--- src/rtl/channel_scheduler.sv ---
// Round-robin scheduler: per-channel one-deep sample holding registers drained
// onto a single output, with a minimum spacing between output strobes.
module channel_scheduler #(
   parameter int WIDTH    = 32,
   parameter int CHANNELS = 4,
   parameter int GAP      = 2
) (
   input  logic                          clk,
   input  logic                          rst,
   input  logic [WIDTH*CHANNELS-1:0]     in,
   input  logic [CHANNELS-1:0]           in_valid,
   input  logic                          overrun_clear,
   output logic [WIDTH-1:0]              out,
   output logic                          out_valid,
   output logic [$clog2(CHANNELS)-1:0]   out_channel,
   output logic [CHANNELS-1:0]           overrun
);

   localparam int IDX_W = $clog2(CHANNELS);
   localparam int GAP_W = (GAP > 1) ? $clog2(GAP) : 1;

   // Handshake: no back-pressure. out_valid is a one-cycle strobe; out and
   // out_channel are meaningful only while it is high and hold otherwise.

   logic [WIDTH-1:0]    hold_q [CHANNELS];
   logic [WIDTH-1:0]    hold_d [CHANNELS];
   logic [CHANNELS-1:0] pending_q, pending_d;
   logic [CHANNELS-1:0] overrun_q, overrun_d;
   logic [IDX_W-1:0]    ptr_q, ptr_d;
   logic [GAP_W-1:0]    gap_q, gap_d;
   logic [WIDTH-1:0]    out_q, out_d;
   logic [IDX_W-1:0]    out_channel_q, out_channel_d;
   logic                out_valid_q, out_valid_d;

   logic                grant;
   logic [IDX_W-1:0]    grant_idx;
   logic [CHANNELS-1:0] grant_oh;

   function automatic logic [IDX_W-1:0] rr_index(input logic [IDX_W-1:0] base,
                                                 input int unsigned     offset);
      int unsigned sum;
      sum = 32'(base) + offset;
      return IDX_W'(sum % CHANNELS);
   endfunction

   // Scan from farthest to nearest so the last hit is the first pending
   // channel at or after ptr in wrap-around order.
   always_comb begin
      grant_idx = '0;
      for (int k = CHANNELS - 1; k >= 0; k--) begin
         if (pending_q[rr_index(ptr_q, unsigned'(k))]) begin
            grant_idx = rr_index(ptr_q, unsigned'(k));
         end
      end
   end

   assign grant    = (gap_q == '0) && (pending_q != '0);
   assign grant_oh = grant ? (CHANNELS'(1) << grant_idx) : '0;

   always_comb begin
      pending_d = (pending_q & ~grant_oh) | in_valid;
      // A fresh set beats a simultaneous clear for the same bit.
      overrun_d = (overrun_clear ? '0 : overrun_q) | (in_valid & pending_q & ~grant_oh);
      for (int i = 0; i < CHANNELS; i++) begin
         hold_d[i] = in_valid[i] ? in[WIDTH*i +: WIDTH] : hold_q[i];
      end
      out_d         = out_q;
      out_channel_d = out_channel_q;
      out_valid_d   = grant;
      ptr_d         = ptr_q;
      gap_d         = (gap_q != '0) ? gap_q - 1'b1 : gap_q;
      if (grant) begin
         out_d         = hold_q[grant_idx];
         out_channel_d = grant_idx;
         ptr_d         = (grant_idx == IDX_W'(CHANNELS - 1)) ? '0 : grant_idx + 1'b1;
         gap_d         = GAP_W'(GAP - 1);
      end
   end

   always_ff @(posedge clk) begin
      if (rst) begin
         for (int i = 0; i < CHANNELS; i++) begin
            hold_q[i] <= '0;
         end
         pending_q     <= '0;
         overrun_q     <= '0;
         ptr_q         <= '0;
         gap_q         <= '0;
         out_q         <= '0;
         out_channel_q <= '0;
         out_valid_q   <= 1'b0;
      end else begin
         for (int i = 0; i < CHANNELS; i++) begin
            hold_q[i] <= hold_d[i];
         end
         pending_q     <= pending_d;
         overrun_q     <= overrun_d;
         ptr_q         <= ptr_d;
         gap_q         <= gap_d;
         out_q         <= out_d;
         out_channel_q <= out_channel_d;
         out_valid_q   <= out_valid_d;
      end
   end

   assign out         = out_q;
   assign out_channel = out_channel_q;
   assign out_valid   = out_valid_q;
   assign overrun     = overrun_q;

endmodule
--- config.mk ---
export PLATFORM = sky130hd
export DESIGN_NAME = channel_scheduler
export DESIGN_NICKNAME = d
export VERILOG_FILES = /design/src/rtl/channel_scheduler.sv
export SDC_FILE = /design/constraint.sdc
export NUM_CORES = 1
export LEC_CHECK = 0
export BUFFER_PORTS_ARGS = -buffer_cell sky130_fd_sc_hd__buf_4
export CAP_MARGIN = 20
export CORE_ASPECT_RATIO = 0.5
export CORE_MARGIN = 4
export CORE_UTILIZATION = 52
export CTS_BUF_LIST = sky130_fd_sc_hd__clkbuf_8
export DETAILED_ROUTE_END_ITERATION = 8
export PLACE_DENSITY_LB_ADDON = 0.2
export SLEW_MARGIN = 20
export SYNTH_ARGS = -nofsm -noshare
export SYNTH_HDL_FRONTEND = slang
export SYNTH_SLANG_ARGS = --single-unit
--- constraint.sdc ---
create_clock -name clk -period 2.4 [get_ports clk]
set_input_delay 0.12 -clock clk [delete_from_list [all_inputs] [get_ports clk]]
set_output_delay 0.12 -clock clk [all_outputs]
set_load 0.03 [all_outputs]
[Word level (Yosys, flattened, before mapping)]
Memories as Yosys holds them, arrays and structs flattened. A register that Yosys moved wholly into a read port is not among the register bits.
Index checks and enable logic that the tools add are counted.
Word-level totals
  bits in registers: 14
  bits in latches: 0
  RAM bits: 128
  bits in read-only memories: 0
  input bits: 135
  logic and storage cells: 67
  memories kept: 1
Memories
  hold_q: depth 4, width 32, read ports 1, clocked after memory_dff 1, write ports 4, line 25  | logic [WIDTH-1:0] hold_q [CHANNELS];
Operators by class
  $add $sub $neg: 5
  $mul: 0
  div/mod/pow operators: 0
  magnitude comparators: 4
  eq/ne operators: 5
  shift operators: 1
  mux-type cells: 28
  bitwise gates (word level): 11
  reduce and logical (&&, ||, !) cells: 6
Operator list (number)
  2-to-1 mux 32 bit: 8
  AND 4 bit: 3
  < comparator 2 x 3 -> 1 bit (second input constant): 4
  2-to-1 mux 2 bit: 5
  2-to-1 mux 1 bit: 9
  binary-select mux 1 bit (select 2 bit): 4
  2-to-1 mux 4 bit: 2
  bitwise OR 4 bit: 2
  AND reduction 2 bit: 4
  adder 2 x 1 -> 2 bit (second input constant): 2
  adder 2 bit (second input constant): 2
  inequality test 1 bit (second input constant): 4
  inverter 4 bit: 1
  bitwise OR 1 bit: 4
  nonzero test 4 bit: 1
  left shift 1 x 2 -> 4 bit (first input constant): 1
  == test 2 bit (second input constant): 1
  logical AND 1 bit: 1
  inverter 1 bit: 1
  subtractor 1 bit (second input constant): 1

[Depth between registers and ports, before layout]
  depth after elaboration: 12
  gate-level depth with buffers: 10

[Least setup slack after synthesis]
Ideal clock, no wire load.
  kind: flip-flop to flip-flop
  from: register pending_q[0]
  to: register overrun_q[2] (netlist: overrun[2])
  setup time: 0.087 ns
  data arrival time: 1.876 ns
  slack: 0.437 ns
  stages on the path, launching flop included: 11
  path buffers: 2
  clock period less this slack: 1.963 ns
  cell sequence: dfxtp_1 -> nor2b_1 -> or4_4 -> buf_6 -> nand2_8 -> inv_8 -> buf_8 -> ha_1 -> inv_1 -> o21ai_0 -> o31ai_1
On the way
  cells in the longest elaborated chain, start to end: 11
  elaborated cells on any way between the ends: 19
  those cells by class: shift (1); mux (13); bitwise (3); reduce/logical (2)
RTL lines
  start, declared: line 27  | logic [CHANNELS-1:0] pending_q, pending_d;
  start signal, assigned: line 96  | pending_q <= pending_d;
  binary-select mux 1 bit (select 2 bit): line 51  | if (pending_q[rr_index(ptr_q, unsigned'(k))]) begin
  2-to-1 mux 1 bit (not written as such): line 51
  2-to-1 mux 2 bit (4 in series): line 51
  left shift 1 x 2 -> 4 bit: line 58  | assign grant_oh = grant ? (CHANNELS'(1) << grant_idx) : '0;
  2-to-1 mux 4 bit *: line 58
  inverter 4 bit *: line 63  | overrun_d = (overrun_clear ? '0 : overrun_q) | (in_valid & pending_q & ~grant_oh);
  AND 4 bit *: line 63
  bitwise OR 4 bit *: line 63
  end signal, assigned: line 97  | overrun_q <= overrun_d;
  end, declared: line 28  | logic [CHANNELS-1:0] overrun_q, overrun_d;
Every way passes the cells marked *; elsewhere a longest branch is shown, timed or not. The select of a mux whose other input is x is not followed.
A chain may end at the register's enable or synchronous reset.

[Worst setup path after layout]
  from: register pending_q[1]
  to: register out_q[18] (netlist: out[18]) (read register of hold_q)
On the way
  cells in the longest elaborated chain, start to end: 6
  elaborated cells on any way between the ends: 14
  those cells by class: mux (12); reduce/logical (2)
RTL lines
  binary-select mux 1 bit (select 2 bit): line 51
  2-to-1 mux 1 bit (not written as such): line 51
  2-to-1 mux 2 bit (4 in series): line 51
  end, declared: line 31  | logic [WIDTH-1:0] out_q, out_d;
Parallel ways exist; a longest one is shown, timed or not. The select of a mux whose other input is x is not followed.

==> results.json <==
{
  "tns_ps": 0,
  "drc": 0,
  "cp_slowest_cell": "or4_1",
  "r2r_slack_ps": 290,
  "utilization_pct": 76.02,
  "avgSynthCellArea_um2": 12.40,
  "switching_share_pct": 31.41,
  "clock_path_buffers": 2,
  "max_slew_margin_pct": 52.18,
  "path_max_fanout": 23,
  "drt_pass1_iterations": 5,
  "hold-worst-slack_ps": 12.27,
  "report.final.hold_viol_count": 0,
  "first_iter_violations": 589,
  "critPathMaxStageDelay_ps": 520,
  "synth-async-reset-ratio_pct": 0,
  "antenna_found_initial": 0,
  "die_h_um": 92.95,
  "r2r_start": "pending_q[1]",
  "crit_path_end": "out[18]",
  "status": "complete, no violations",
  "grt_max_degree": 55,
  "crit_arrival_ps": 2460,
  "ir_drop_uv": 378.1,
  "grt_overflow_total": 0,
  "cts_resized": 0,
  "clock-root-buffer": "clkbuf_8",
  "drt-total-wl_um": 21320,
  "grt_pass1_vias": 5791,
  "grt_usage_pct": 26.08,
  "start_util_pct": 54.18,
  "end_kind": "flip-flop",
  "nNetsFinal": 1017,
  "drtAntennaViolNets": 0,
  "cts.repair_timing.setup_buffer_count": 0,
  "yosys_warnings": 0,
  "powerDensity_nw_per_um2": 699.4,
  "ys_seq_elements": 173,
  "synth_top_area_share_pct": 51.22,
  "final_area_um2": 10530,
  "synth_top_area_cell": "edfxtp_1",
  "die-area_um2": 16530,
  "antenna-diode-count": 0,
  "synth-edff-count": 128,
  "portBuffers": 173,
  "routabilityCongestion": 0.8831,
  "syn_nets": 742,
  "cts_inserted_buffers": 17,
  "post-place-ws_ps": 302.0,
  "syn_area_um2": 7505,
  "fin_skew_ps": 20.29,
  "cts.sinks": 173,
  "tritoncts": "built",
  "p_seq_share_pct": 49.7,
  "io_pins": 174,
  "cts_max_level": 4,
  "min_path_type": "in2reg",
  "timing.final.crit_share_pct": 88.03,
  "vias": 5930,
  "yosys_most_used_dff": "edfxtp_1",
  "wl_per_cell_um": 19.65,
  "combinationalPowerShare_pct": 22.4,
  "grt_pass1_wl_um": 32820,
  "start_kind": "flip-flop",
  "clk_latency_ps": 460,
  "synth_area_leaders": "edfxtp_1 (51%), dfxtp_1 (12%), and3_1 (8.0%), mux2i_1 (4.7%), a211o_1 (3.7%)",
  "pwr-share-clk_pct": 27.8,
  "rsz0062_at_grt": "false",
  "finalWorstSetupSlack_ps": 287.2,
  "power_leakage_nw": 4.623,
  "reg2reg_to": "out[18]",
  "drv_cap": 0,
  "slew_viol_final": 0,
  "ys_seq_area_share_pct": 63.22,
  "area_delta_synth_final_pct": 40.30,
  "syn_inst": 605,
  "p_total_mw": 7.364,
  "setup_viol_count_final": 0,
  "drive_gt1_share_pct": 26.09,
  "tightest_slew_ps": 717.3,
  "critical_path.startpoint": "pending_q[1]",
  "die_x_um": 177.9,
  "p_sw_mw": 2.313,
  "post-dp-hpwl_um": 14050,
  "final_cells": 1085,
  "fmax_mhz": 473.3,
  "core-area_um2": 13850,
  "dpl-instance-area_um2": 8902,
  "clkTransAtPathRegs_ps": 110,
  "p_int_mw": 5.051,
  "synth.distinct_cells": 39,
  "core.rowCount": 30,
  "dp_cells": 932,
  "viasPerCell": 5.465,
  "reg2regPathDepth": 6,
  "critical_path_required_ps": 2750,
  "worstPathCellList": "or4_1 -> and2_1 -> nand2_4 -> buf_4 -> a211o_1 -> o211ai_1",
  "critPathKind": "reg2reg",
  "min_period_ps": 2113
}
[repair_timing]
action	in CTS	in global routing
endpoints found under the setup margin	0	0
hold endpoints to repair	128	1
hold buffers	120	1
[logic make-up (layout without fill, tap and decap cells)]
kind of cell	count (synthesis)	count (layout)	share of synthesized area [%]
adder cells (fa/ha/maj)	2	2	0.3334
multiplexers	35	35	4.668
flip-flops	173	173	63.22
AND/OR/NAND/NOR	223	223	17.11
buffers and inverters	61	349	4.118
AO/OA/AOI/OAI	111	111	10.55
[cell usage after synthesis (2+ instances only)]
cell and instances:
nand3_1 32, dfxtp_1 45, nand2b_1 3, ha_1 2
buf_4 3, nor2b_1 3, buf_8 3, buf_2 10
buf_6 2, o31ai_2 2, mux2i_1 35, and2_1 33
inv_1 5, o21ai_0 33, o211ai_1 32, nand2_1 39
nor2_1 7, o31ai_1 3, a211o_1 32, and3_1 96
edfxtp_1 128, clkbuf_1 34, inv_2 3, a21oi_1 5
[worst min-delay path by stage]
stage,slack (ps),cells after the start,startpoint,end
after floorplan,220,1,rst,overrun[3]
after global placement,350,3,in_valid[0],pending_q[0]
after detailed placement,360,3,in_valid[0],pending_q[0]
after CTS,1,2,in[53],hold_q[1][21]
after global routing,3,2,in[55],hold_q[1][23]
final,10,2,in[42],hold_q[1][10]
[layout make-up]
type                       instances  area (um^2)
fill                             851         3322
multi-input combinational        371         2460
tap                              192        240.2
timing repair buffer             308         2628
sequential                       173         4745
inverter                           9        41.29
clock inverter                    14        167.7
clock buffer                      18        247.7
[critical path, delay by kind of cell, from the launching register on]
kind | cells | cell delay (ps)
AND/OR/NAND/NOR | 3 | 1090
flip-flops | 1 | 380
AO/OA/AOI/OAI | 2 | 300
buffers and inverters | 1 | 240
[routing by layer]
| metal | wire length (um) | vias up | global-route usage (%) |
|---|---|---|---|
| met4 | 220 | 0 | 5.273 |
| li1 | - | 2816 | - |
| met3 | 2029 | 27 | 6.933 |
| met5 | 0 | - | 0 |
| met2 | 9075 | 276 | 36.75 |
| met1 | 9995 | 2811 | 40.39 |
[layout by cell type (no fill, tap or decap), types with 33 or more instances in the layout]
master | synthesis | layout
buf_4 | 3 | 186
and2_1 | 33 | 33
edfxtp_1 | 128 | 128
nand2_1 | 39 | 39
o21ai_0 | 33 | 33
dlygate4sd3_1 | 0 | 121
mux2i_1 | 35 | 35
and3_1 | 96 | 96
dfxtp_1 | 45 | 45
[registers in the layout (all words and copies together) (netlist names)]
name and count:
overrun 4, out_valid 1, out_channel 2, hold_q 128
pending_q 4, out 32, ptr_q 2
[power by group through the flow]
stage / registers (mW) / logic (mW) / clock network [mW]
finish: 3.66 / 1.65 / 2.05
global route: 3.69 / 1.76 / 2.19
CTS: 3.66 / 1.63 / 2.07
detailed placement: 3.73 / 1.47 / 0
global placement: 3.72 / 1.44 / 0
floorplan: 3.87 / 0.762 / 0
Note: power is estimated with default switching activity, not from simulation.
